==> src/rtl/or_share_arbiter.sv <==
// or_share_arbiter: round-robin controller that time-shares a single W-bit
// bank of 2-input OR gates among N requesters. Each transaction takes three
// states (IDLE arbitration, ISSUE through the OR bank, RESULT with a done
// pulse), so a continuously busy bank completes one operation every 3 cycles.
`timescale 1ns/1ps

module or_share_arbiter #(
  parameter int N = 4,
  parameter int W = 8
) (
  input  logic           clk,
  input  logic           rst_n,
  input  logic [N-1:0]   req,
  input  logic [N*W-1:0] a_in,
  input  logic [N*W-1:0] b_in,
  output logic [N-1:0]   gnt,
  output logic [N-1:0]   done,
  output logic [W-1:0]   c_out,
  output logic           busy
);

  localparam int PW = (N > 1) ? $clog2(N) : 1;

  localparam logic [1:0] ST_IDLE   = 2'd0;
  localparam logic [1:0] ST_ISSUE  = 2'd1;
  localparam logic [1:0] ST_RESULT = 2'd2;

  logic [1:0]    state_q, state_d;
  logic [PW-1:0] ptr_q, ptr_d;
  logic [W-1:0]  a_q, a_d;
  logic [W-1:0]  b_q, b_d;
  logic [N-1:0]  gnt_q, gnt_d;
  logic [N-1:0]  done_q, done_d;
  logic [W-1:0]  c_q, c_d;
  logic          busy_q, busy_d;

  logic          found;
  logic [PW-1:0] win;
  logic [W-1:0]  or_bank;
  int            cand;

  // The one shared OR bank: one 2-input gate per bit, fed only by the
  // operand registers so in-flight results ignore later input changes.
  for (genvar gi = 0; gi < W; gi++) begin : g_or_bank
    or u_or (or_bank[gi], a_q[gi], b_q[gi]);
  end

  // Round-robin search: first asserted req starting at ptr and wrapping.
  always_comb begin
    found = 1'b0;
    win   = '0;
    cand  = 0;
    for (int off = 0; off < N; off++) begin
      cand = (int'(ptr_q) + off) % N;
      if (!found && req[cand[PW-1:0]]) begin
        found = 1'b1;
        win   = cand[PW-1:0];
      end
    end
  end

  // Next-state logic for the IDLE -> ISSUE -> RESULT transaction sequence.
  always_comb begin
    state_d = state_q;
    ptr_d   = ptr_q;
    a_d     = a_q;
    b_d     = b_q;
    gnt_d   = gnt_q;
    done_d  = done_q;
    c_d     = c_q;
    busy_d  = busy_q;
    case (state_q)
      ST_IDLE: begin
        gnt_d  = '0;
        done_d = '0;
        busy_d = 1'b0;
        if (found) begin
          a_d        = a_in[int'(win)*W +: W];
          b_d        = b_in[int'(win)*W +: W];
          gnt_d[win] = 1'b1;
          busy_d     = 1'b1;
          ptr_d      = (int'(win) == N-1) ? '0 : win + 1'b1;
          state_d    = ST_ISSUE;
        end
      end
      ST_ISSUE: begin
        // gnt_q already holds onehot(winner), so it doubles as the done pattern.
        c_d     = or_bank;
        done_d  = gnt_q;
        state_d = ST_RESULT;
      end
      ST_RESULT: begin
        gnt_d   = '0;
        done_d  = '0;
        busy_d  = 1'b0;
        state_d = ST_IDLE;
      end
      default: begin
        gnt_d   = '0;
        done_d  = '0;
        busy_d  = 1'b0;
        state_d = ST_IDLE;
      end
    endcase
  end

  // State registers; reset abandons any in-flight transaction with no done.
  always_ff @(posedge clk or negedge rst_n) begin
    if (!rst_n) begin
      state_q <= ST_IDLE;
      ptr_q   <= '0;
      a_q     <= '0;
      b_q     <= '0;
      gnt_q   <= '0;
      done_q  <= '0;
      c_q     <= '0;
      busy_q  <= 1'b0;
    end else begin
      state_q <= state_d;
      ptr_q   <= ptr_d;
      a_q     <= a_d;
      b_q     <= b_d;
      gnt_q   <= gnt_d;
      done_q  <= done_d;
      c_q     <= c_d;
      busy_q  <= busy_d;
    end
  end

  assign gnt   = gnt_q;
  assign done  = done_q;
  assign c_out = c_q;
  assign busy  = busy_q;

endmodule

==> config.mk <==
export PLATFORM = sky130hd
export DESIGN_NAME = or_share_arbiter
export DESIGN_NICKNAME = d
export VERILOG_FILES = /design/src/rtl/or_share_arbiter.sv
export SDC_FILE = /design/constraint.sdc
export NUM_CORES = 1
export LEC_CHECK = 0
export ABC_AREA = 1
export BUFFER_PORTS_ARGS = -buffer_cell sky130_fd_sc_hd__buf_2
export CORE_MARGIN = 3
export CORE_UTILIZATION = 54
export DETAILED_ROUTE_END_ITERATION = 10
export GPL_TIMING_DRIVEN = 0
export PLACE_DENSITY_LB_ADDON = 0.1
export REMOVE_ABC_BUFFERS = 1
export SLEW_MARGIN = 20
export SYNTH_ARGS = -nofsm -noshare
export SYNTH_HDL_FRONTEND = slang
export SYNTH_SLANG_ARGS = --single-unit
==> constraint.sdc <==
create_clock -name clk -period 3 [get_ports clk]
set_input_delay 0.6 -clock clk [delete_from_list [all_inputs] [get_ports clk]]
set_output_delay 0.6 -clock clk [all_outputs]
set_load 0.01 [all_outputs]
# ---- After elaboration in Yosys (flattened, before gate mapping)
# Index checks and enable logic that the tools add are counted.
dict set report totals {
  ff_bits 37
  latchBits 0
  ram_bits 0
  rom_bits 0
  inputBits 70
  out_inout_bits 17
  word_cells 66
  n_memories 0
}
dict set report classes {
  n_addsub 4
  multipliers 0
  div 0
  n_lt_le_gt_ge 6
  eq_ne 3
  shifts 2
  muxes 26
  bitwise_logic 8
  reduce_logical 9
}
# cell count
set op_table {}
lappend op_table {{indexed part select 32 x 6 -> 8 bit} 2}
lappend op_table {{< comparator 2 x 3 -> 1 bit, second input constant} 5}
lappend op_table {{two-way mux 2 bit} 6}
lappend op_table {{two-way mux 1 bit} 10}
lappend op_table {{binary-select mux 1 bit (select 2 bit)} 4}
lappend op_table {{two-way mux 4 bit} 2}
lappend op_table {{OR 1 bit} 8}
lappend op_table {{one-hot mux 4 bit (2 select lines)} 1}
lappend op_table {{adder 2 x 1 -> 2 bit, second input constant} 2}
lappend op_table {{adder 2 bit, second input constant} 2}
lappend op_table {{== test 2 x 1 -> 1 bit, second input constant} 2}
lappend op_table {{logical AND 1 bit} 4}
lappend op_table {{one-hot mux 2 bit (2 select lines)} 1}
lappend op_table {{zero test 1 bit} 3}
lappend op_table {{demux 1 bit (select 2 bit)} 1}
lappend op_table {{greater-or-equal comparator 2 x 1 -> 1 bit, second input constant} 1}
lappend op_table {{zero test 2 bit} 1}
lappend op_table {{inequality test 2 bit, second input constant} 1}
lappend op_table {{one-hot mux 1 bit (2 select lines)} 1}
lappend op_table {{AND reduction 2 bit} 1}

# ---- Longest topological paths before layout
# Gate-level depths: netlist of run 1.
dict set report logic_depth {
  ltp_word 18
  ltp_mapped 17
  ltp_nobuf 15
}

# ---- Least setup slack after synthesis of run 1
# No wires, ideal clock.
dict set report synth_timing {
  path_kind {input port to flip-flop}
  start {input req[3]}
  end {register ptr_q[1]}
  setup_ns 0.121
  arrival_ns 1.839
  required_ns 2.879
  path_slack_ns 1.039
  stages 12
  n_path_buf 1
  path_cell_list {inv_1 > nand2_1 > nand3_1 > nand2_1 > nor2_4 > nand3_4 > nand3_4 > buf_6 > inv_2 > ha_1 > nand2_1 > o21ai_1}
}
dict set report synth_between {
  elab_chain_len 14
  word_cells_on_any_way 26
  classes_between {add/sub: 1; eq/ne: 1; mux: 17; reduce/logical: 7}
}
# element line_no
set synth_lines {}
lappend synth_lines {{from (decl)} 13} ;# input logic [N-1:0] req,
lappend synth_lines {{binary-select mux 1 bit (select 2 bit)} 55} ;# if (!found && req[cand[PW-1:0]]) begin
lappend synth_lines {{two-way mux 1 bit (not written as such)} 55}
lappend synth_lines {{two-way mux 1 bit} 55}
lappend synth_lines {{zero test 1 bit} 55}
lappend synth_lines {{logical AND 1 bit} 55}
lappend synth_lines {{two-way mux 1 bit} 55}
lappend synth_lines {{zero test 1 bit} 55}
lappend synth_lines {{logical AND 1 bit} 55}
lappend synth_lines {{two-way mux 1 bit} 55}
lappend synth_lines {{zero test 1 bit} 55}
lappend synth_lines {{logical AND 1 bit} 55}
lappend synth_lines {{two-way mux 2 bit} 55}
lappend synth_lines {{adder 2 x 1 -> 2 bit / == test 2 x 1 -> 1 bit (equally long branches)} 82} ;# ptr_d = (int'(win) == N-1) ? '0 : win + 1'b1;
lappend synth_lines {{two-way mux 2 bit} 82}
lappend synth_lines {{to (signal assigned)} 120} ;# ptr_q <= ptr_d;
lappend synth_lines {{to (decl)} 29} ;# logic [PW-1:0] ptr_q, ptr_d;
# Several ways; a longest one is shown, not always the timed one. The select of a mux whose other input is x is not followed.
# A chain may end at the register's enable or synchronous reset.

# ---- Final worst setup path of run 1
dict set report layout_timing {
  start {register ptr_q[0]}
  end {register ptr_q[1]}
}
dict set report layout_between {
  elab_chain_len 14
  word_cells_on_any_way 29
  classes_between {add/sub: 4; eq/ne: 1; mux: 17; reduce/logical: 7}
}
# element
set layout_lines {}
lappend layout_lines {{parallel branches: the longest is 14 deep, another holds adder 2 x 1 -> 2 bit}}
# Several ways; the timed one is not identified. The select of a mux whose other input is x is not followed.

==> flow_summary.json, run 1 <==
{
  "clk-insertion-delay-late_ps": 290,
  "numClockSinks": 37,
  "drt_pre_antenna_iters": 4,
  "die_w_um": 73.58,
  "postRouteWirelength_um": 6138,
  "post_drt_via_cell_ratio": 5.194,
  "dieHeight_um": 73.58,
  "drv_slew": 0,
  "layout_common_cells": "182 x nand2_1, 86 x buf_2, 45 x inv_1",
  "yosys-top-cells-area": "dfrtp_1 38%, nand2_1 28%, nand4_1 8.1%",
  "dieArea_um2": 5414,
  "grt-ovfl-total": 0,
  "run_status": "completed",
  "filler_cell_count": 404,
  "cts_inserted_buffers": 5,
  "cts.repair_timing.setup_buffer_count": 0,
  "grtUsageTotal_pct": 22.45,
  "finalClockSkew_ps": 5.999,
  "synth.yosys.seq_area_share_pct": 37.54,
  "drt.antenna.violating_nets": 0,
  "r2r_slack_ps": 190,
  "synth_top_cell_by_area": "dfrtp_1",
  "worstReg2RegStart": "ptr_q[0]",
  "timing.critical_path.from_type": "flip-flop",
  "timing.reg2reg.worst_path_depth": 11,
  "violation_count_after_the_first_detailed_route_iteration": 106,
  "num_antenna_cells": 0,
  "core-area_um2": 4202,
  "hold_path.class": "in2async",
  "tritoncts": "built",
  "worstReg2RegEnd": "ptr_q[1]",
  "utilization_pct": 69.60,
  "floorplan.initialDensity_pct": 58.70,
  "async_flop_share_pct": 100.0,
  "power.ir.vdd_worst_mv": 0.7557,
  "port_buffers": 86,
  "finalHoldViolCount": 0,
  "yosys_warnings": 0,
  "cp.required_ps": 3170,
  "synth_cells": 375,
  "crit_type": "reg2reg",
  "nNetsFinal": 520,
  "h_tree_depth": 2,
  "crit_fanout": 34,
  "synth-edff-count": 0,
  "post_synth_instance_area_um2": 2466,
  "drc": 0,
  "layout.cells.most_common": "nand2_1",
  "synth_cell_types": 23,
  "critPathArrivalTime_ps": 2980,
  "drive_above_1_share_pct": 24.28,
  "hold_bufs_inserted_after_cts": 0,
  "core.rowCount": 23,
  "areaGrowthSynthToFinish_pct": 18.57,
  "timing.fmax_mhz": 356.1,
  "vias_in_the_first_global_route": 2308,
  "synth.ff_latch_count": 37,
  "synthesis.area_per_instance_um2": 6.576,
  "drv_cap": 0,
  "routabilityCongestion": 0.8428,
  "grt_pass1_wl_um": 9680,
  "post_cts_repair_resize_count": 0,
  "num_vias": 2592,
  "path_clk_slew_ps": 70,
  "critPathCaptureType": "flip-flop",
  "grt_setup_unrepaired": "no",
  "setup_violations": 0,
  "tightestPinTransition_ps": 782.7,
  "timing.max_slew.rel_slack_pct": 47.82,
  "setup_total_negative_slack_ps": 0,
  "final.period_utilization_pct": 93.60,
  "io-pin-count": 87,
  "cts_max_path_buffers": 2,
  "cts_root_buffer": "clkbuf_8",
  "period_minus_slack_ps": 2808,
  "post-synth-top-area-fraction_pct": 37.54,
  "detail_placement_hpwl_um": 4035,
  "antenna_found_initial": 0,
  "ys_dominant_reg_cell": "dfrtp_1",
  "routed_wire_length_per_instance_um": 12.30,
  "grt_start_max_net_pins": 38,
  "static-leakage-power_uw": 0.001841,
  "powerDensity_nw_per_um2": 1308
}
[sequential cells by signal, summed over array words and instances (netlist names)]
signal,cells
a_q,8
b_q,8
busy,1
c_out,8
done,4
gnt,4
ptr_q,2
state_q,2
[where the power goes]
part	internal (µW)	leakage (µW)	switching [µW]	total (µW)
combinational	814	0.00133	1800	2610
sequential	733	0.000467	128	861
clock	182	0.0000443	172	354
total	1730	0.00184	2090	3820
[worst max path at each step]
stage                     startpoint       end  cells after the start
final                       ptr_q[0]  ptr_q[1]                     11
after global routing        ptr_q[0]  ptr_q[1]                     11
after CTS                   ptr_q[0]  ptr_q[1]                     11
after detailed placement      req[1]  ptr_q[1]                     12
after global placement        req[3]  ptr_q[1]                     12
after floorplan               req[3]  ptr_q[1]                     11
[synth_stat cells, types with 2 or more instances]
master / number
nand3_1: 22
nand4_1: 32
nand3_4: 3
inv_2: 5
o21ai_1: 2
inv_1: 45
buf_2: 12
buf_6: 5
clkbuf_1: 2
a31o_2: 2
dfrtp_1: 37
nand2_1: 182
nor2_1: 7
nand2_2: 2
o21ai_0: 9
[layout make-up]
type / instances / area [µm²] / area share [%]
clock buffer: 7 / 86.33 / 2.953
inverter: 51 / 196.4 / 6.718
multi-input combinational: 268 / 1222 / 41.81
sequential: 37 / 925.9 / 31.66
tap: 50 / 62.56 / 2.139
timing repair buffer: 86 / 430.4 / 14.72
[through the flow]
| step | total power (µW) | hold slack (ps) | cells | setup slack, ps | area [µm²] |
|---|---|---|---|---|---|
| final | 3825 | 383.6 | 499 | 192.0 | 2924 |
| after global routing | 4228 | 441.6 | 499 | 1.037 | 2924 |
| after CTS | 3768 | 402.9 | 498 | 130.2 | 2914 |
| after detailed placement | 3407 | 454.1 | 491 | 24.22 | 2828 |
| after global placement | 3338 | 450.8 | 491 | 43.61 | 2828 |
| after floorplan | 2757 | 304.4 | 355 | 604.3 | 2335 |
[cells by family (layout without fill, tap and decap cells)]
logic type	after synthesis	count (layout)	synth area share, %
simple gates	251	252	45.10
buf+inv	71	144	13.29
flops	37	37	37.54
compound gates	15	15	3.552
fa+ha+maj	1	1	0.5073
[critical path, cell delays in order (launching register included)]
cell     delay [ps]
dfrtp_1         530
inv_6           160
nand2_1          80
nand3_1          90
nand2_1         120
inv_1           100
nand3_2         590
nand3_4         520
inv_2            70
ha_1            290
nand2_1          70
o21ai_1          70
[layer usage]
| metal | vias to the layer above | global-route usage [%] | share of wire, % |
|---|---|---|---|
| li1 | 1318 | - | - |
| met4 | 0 | 7.243 | 1.6 |
| met1 | 1177 | 25.24 | 42 |
| met3 | 11 | 5.609 | 7.2 |
| met2 | 86 | 41.04 | 49 |
| met5 | - | 0 | 0 |
No activity file was read; power rests on OpenSTA's default activity.
==> run 2: changes to the inputs <==
- CORE_MARGIN: 3 -> default
- SKIP_LAST_GASP: default -> 1
==> run 2 against run 1 <==
Combinational power about the same. Fmax up 4.0%. Sequential power about the same. Setup slack improved by 110 ps. Critical endpoint unchanged. Clock skew is 3.4 ps lower. Critical path depth stayed put. Routed wire length shrank 9.7%.
==> flow_summary.json, run 2 (synthesis gave the netlist of run 1 again) <==
{
  "core.rowCount": 24,
  "vias_in_the_first_global_route": 2265,
  "timing.critical_path.from_type": "flip-flop",
  "drt_pre_antenna_iters": 4,
  "clk-insertion-delay-late_ps": 280,
  "dieHeight_um": 69.58,
  "h_tree_depth": 2,
  "powerDensity_nw_per_um2": 1282,
  "floorplan.initialDensity_pct": 56.25,
  "cts_inserted_buffers": 5,
  "placed_cells": 493,
  "layout_common_cells": "182 x nand2_1, 86 x buf_2, 45 x inv_1",
  "postRouteWirelength_um": 5541,
  "num_vias": 2521,
  "routabilityCongestion": 0.8067,
  "tightestPinTransition_ps": 773.2,
  "grt_pass1_wl_um": 9480,
  "hold_bufs_inserted_after_cts": 0,
  "period_minus_slack_ps": 2701,
  "nNetsFinal": 520,
  "utilization_pct": 66.95,
  "power.ir.vdd_worst_mv": 0.8697,
  "static-leakage-power_uw": 0.001838,
  "cp.required_ps": 3160,
  "path_clk_slew_ps": 70,
  "finalClockSkew_ps": 2.589,
  "setup_violations": 0,
  "antenna_found_initial": 0,
  "cts_max_path_buffers": 2,
  "numClockSinks": 37,
  "grt-ovfl-total": 0,
  "timing.fmax_mhz": 370.2,
  "tritoncts": "built",
  "grt_setup_unrepaired": "yes",
  "setup_total_negative_slack_ps": 0,
  "dieArea_um2": 4841,
  "drv_slew": 0,
  "core-area_um2": 4384,
  "timing.reg2reg.worst_path_depth": 11,
  "hold_path.class": "in2async",
  "final_cell_count_no_fill": 502,
  "grt_start_max_net_pins": 38,
  "die_w_um": 69.58,
  "num_antenna_cells": 0,
  "drive_above_1_share_pct": 24.00,
  "drv_cap": 0,
  "finalHoldViolCount": 0,
  "filler_cell_count": 407,
  "critPathArrivalTime_ps": 2860,
  "cts_root_buffer": "clkbuf_8",
  "io-pin-count": 87,
  "drc": 0,
  "final.period_utilization_pct": 90.03,
  "crit_type": "reg2reg",
  "crit_fanout": 34,
  "critPathCaptureType": "flip-flop",
  "timing.max_slew.rel_slack_pct": 48.45,
  "post_drt_via_cell_ratio": 5.022,
  "detail_placement_hpwl_um": 3676,
  "drt.antenna.violating_nets": 0,
  "routed_wire_length_per_instance_um": 11.04,
  "areaGrowthSynthToFinish_pct": 19.03,
  "run_status": "completed",
  "grtUsageTotal_pct": 24.20,
  "port_buffers": 86,
  "layout.cells.most_common": "nand2_1",
  "violation_count_after_the_first_detailed_route_iteration": 100
}
==> run 2: cell type report <==
class | instances | area [µm²] | area share, %
Timing Repair Buffer | 86 | 430.4 | 14.66
Tap cell | 52 | 65.06 | 2.217
Multi-Input combinational cell | 268 | 1237 | 42.16
Inverter | 51 | 196.4 | 6.692
Sequential cell | 37 | 925.9 | 31.54
Clock buffer | 8 | 80.08 | 2.728
==> run 2: final timing paths <==
path,slack (ps),to,start
worst max-delay path,300,ptr_q[1],ptr_q[0]
min in group clk,470,c_out[3],c_out[3]
worst max register to register,300,ptr_q[1],ptr_q[0]
worst min register to register,470,c_out[3],c_out[3]
max in group asynchronous,2120,b_q[6],rst_n
worst min-delay path,390,done[0],rst_n
==> run 2: per-stage QoR <==
stage | total power (µW) | hold slack [ps] | setup slack (ps) | instance area [µm²]
2_1_floorplan | 2757 | 304.4 | 604.3 | 2335
3_3_place_gp | 3346 | 449.5 | 17.10 | 2830
3_5_place_dp | 3390 | 456.5 | 16.56 | 2830
4_1_cts | 3722 | 410.5 | 133.2 | 2910
5_1_grt | 4240 | 450.0 | -24.27 | 2935
6_report | 3763 | 391.9 | 299.0 | 2935
==> run 2: timing repair <==
item	CTS	global route
resized for setup	0	2
setup endpoints to repair	0	18
setup buffers	0	0
endpoints found under the hold margin	0	0
==> run 2: power breakdown <==
group	internal, µW	total [µW]	leakage, µW	switching (µW)
Clock	165	323	0.0000395	158
Combinational	823	2580	0.00133	1760
Sequential	733	858	0.000467	124
==> run 2: metal layers <==
layer | GRT usage, % | vias to the layer above | share of wire, % | wire length [µm]
met5 | 0 | - | 0 | 0
met4 | 6.576 | 0 | 0.94 | 52
met3 | 5.669 | 5 | 5.2 | 290
met2 | 44.23 | 69 | 50 | 2798
met1 | 28.15 | 1117 | 43 | 2400
li1 | - | 1330 | - | -
==> run 2: worst max-delay path, stage by stage (launching register included) <==
cell and delay, ps:
dfrtp_1 610, nand2_1 140, nand3_1 130, nand2_1 110, inv_1 130, nand2_1 80
nand2_2 500, nand3_4 370, inv_2 140, ha_1 230, nand2_1 60, o21ai_1 60
==> run 3: changes to the inputs <==
- CORE_UTILIZATION: 54 -> 55
- CTS_BUF_LIST: default -> sky130_fd_sc_hd__clkbuf_4
==> run 3 against run 2 <==
Die area shrank 1.8%. Core utilization grew 3.4 points. Non-clock buffer count is the same. Critical endpoint unchanged.
==> flow_summary.json, run 3 (synthesis gave the netlist of run 1 again) <==
{
  "hold_path.class": "in2async",
  "finalHoldViolCount": 0,
  "cts_root_buffer": "clkbuf_4",
  "io-pin-count": 87,
  "crit_fanout": 34,
  "timing.critical_path.from_type": "flip-flop",
  "worstPathCellList": "inv_6 > nand2_1 > nand3_1 > nand2_1 > inv_1 > nand3_2 > nand3_4 > inv_2 > ha_1 > nand2_1 > o21ai_1",
  "dieArea_um2": 4755,
  "cp.required_ps": 3230,
  "dieHeight_um": 68.96,
  "drive_above_1_share_pct": 24.44,
  "post_cts_repair_resize_count": 0,
  "r2r_slack_ps": 180,
  "antenna_found_initial": 0,
  "num_antenna_cells": 0,
  "power.ir.vdd_worst_mv": 0.8101,
  "grt_pass1_wl_um": 9673,
  "h_tree_depth": 2,
  "tightestPinTransition_ps": 784.1,
  "num_vias": 2600,
  "setup_violations": 0,
  "post_drt_via_cell_ratio": 5.200,
  "utilization_pct": 70.38,
  "nNetsFinal": 520,
  "drc": 0,
  "period_minus_slack_ps": 2818,
  "run_status": "completed",
  "clk-insertion-delay-late_ps": 340,
  "die_w_um": 68.96,
  "worstReg2RegEnd": "ptr_q[1]",
  "drv_cap": 0,
  "timing.max_slew.rel_slack_pct": 47.73,
  "dpl-instance-area_um2": 2828,
  "timing.critical_path.max_delay_family": "simple AND/OR/NAND/NOR gates",
  "cp_slowest_cell": "nand3_2",
  "floorplan.initialDensity_pct": 59.51,
  "cts_inserted_buffers": 5,
  "critPathArrivalTime_ps": 3050,
  "drt_pre_antenna_iters": 4,
  "grt-ovfl-total": 0,
  "cts_max_path_buffers": 2,
  "grtUsageTotal_pct": 27.23,
  "worstReg2RegStart": "ptr_q[0]",
  "tritoncts": "built",
  "cp_num_buf_inv": 3,
  "timing.fmax_mhz": 354.9,
  "detail_placement_hpwl_um": 3775,
  "grt_setup_unrepaired": "yes",
  "cts.repair_timing.setup_buffer_count": 0,
  "violation_count_after_the_first_detailed_route_iteration": 160,
  "cpMostUsedCell": "nand2_1",
  "drt.antenna.violating_nets": 0,
  "grt_start_max_net_pins": 38,
  "finalClockSkew_ps": 2.660,
  "place_worst_setup_slack_ps": 4.168,
  "drv_slew": 0,
  "crit_type": "reg2reg",
  "static-leakage-power_uw": 0.001840,
  "powerDensity_nw_per_um2": 1307,
  "core.rowCount": 23,
  "final.period_utilization_pct": 93.93,
  "layout_common_cells": "182 x nand2_1, 86 x buf_2, 45 x inv_1",
  "numClockSinks": 37,
  "layout.cells.most_common": "nand2_1",
  "finalWorstSetupSlack_ps": 182.2,
  "critPathMaxStageDelay_ps": 580,
  "design_power_total_uw": 3812,
  "timing.reg2reg.worst_path_depth": 11,
  "path_clk_slew_ps": 110,
  "core-area_um2": 4144,
  "port_buffers": 86,
  "critPathCaptureType": "flip-flop",
  "areaGrowthSynthToFinish_pct": 18.26,
  "postRouteWirelength_um": 5977,
  "routabilityCongestion": 0.7785,
  "vias_in_the_first_global_route": 2265,
  "final_cell_area_um2": 2917,
  "routed_wire_length_per_instance_um": 11.95,
  "worstSetupPathDepth": 11,
  "hold_bufs_inserted_after_cts": 0,
  "filler_cell_count": 367
}
## run 3: changes by cell type in the layout (fill, tap and decap cells not counted)
cell and delta:
nand3_4 -2, clkbuf_8 -5, bufinv_16 +1, clkbuf_1 -3, nand3_2 +2, clkbuf_4 +6, clkinv_1 +1
## run 3: metal layers
layer	global-route usage [%]	wire, µm
met1	32.00	2580
met2	47.57	2875
met3	6.579	425
met4	10.20	96
met5	0	0
## run 3: worst max-delay path by stage
| stage | from | to | slack (ps) |
|---|---|---|---|
| 6_report | ptr_q[0] | ptr_q[1] | 180 |
| 5_1_grt | ptr_q[0] | a_q[6] | -60 |
| 4_1_cts | ptr_q[0] | ptr_q[1] | 120 |
| 3_5_place_dp | req[3] | ptr_q[1] | 4 |
| 3_3_place_gp | req[1] | ptr_q[1] | 40 |
| 2_1_floorplan | req[3] | ptr_q[1] | 600 |
## run 3: cell type report
cell class	count	area, µm²	share of cell area (%)
clock buffers	6	45.04	1.544
multi-input cells	268	1222	41.91
clock inverters	2	33.78	1.158
well taps	50	62.56	2.145
inverters	51	196.4	6.735
repair buffers	86	430.4	14.76
flip-flops and latches	37	925.9	31.75
## run 3: power by group
| part | switching, µW | total (µW) | leakage, µW | internal, µW |
|---|---|---|---|---|
| registers | 124 | 855 | 0.000467 | 731 |
| clock network | 164 | 347 | 0.0000433 | 182 |
| logic | 1800 | 2610 | 0.00133 | 812 |
## run 3: worst register-to-register path, stage by stage, from the launching register on
cell	delay (ps)
dfrtp_1	530
inv_6	160
nand2_1	80
nand3_1	100
nand2_1	110
inv_1	110
nand3_2	580
nand3_4	540
inv_2	70
ha_1	290
nand2_1	80
o21ai_1	70
## run 3: per-stage QoR
step | hold slack, ps | instances | setup TNS, ps
final | 321.7 | 500 | 0
after global routing | 379.1 | 500 | -589.5
after CTS | 348.5 | 499 | 0
after detailed placement | 453.5 | 491 | 0
after global placement | 450.7 | 491 | 0
after floorplan | 304.4 | 355 | 0
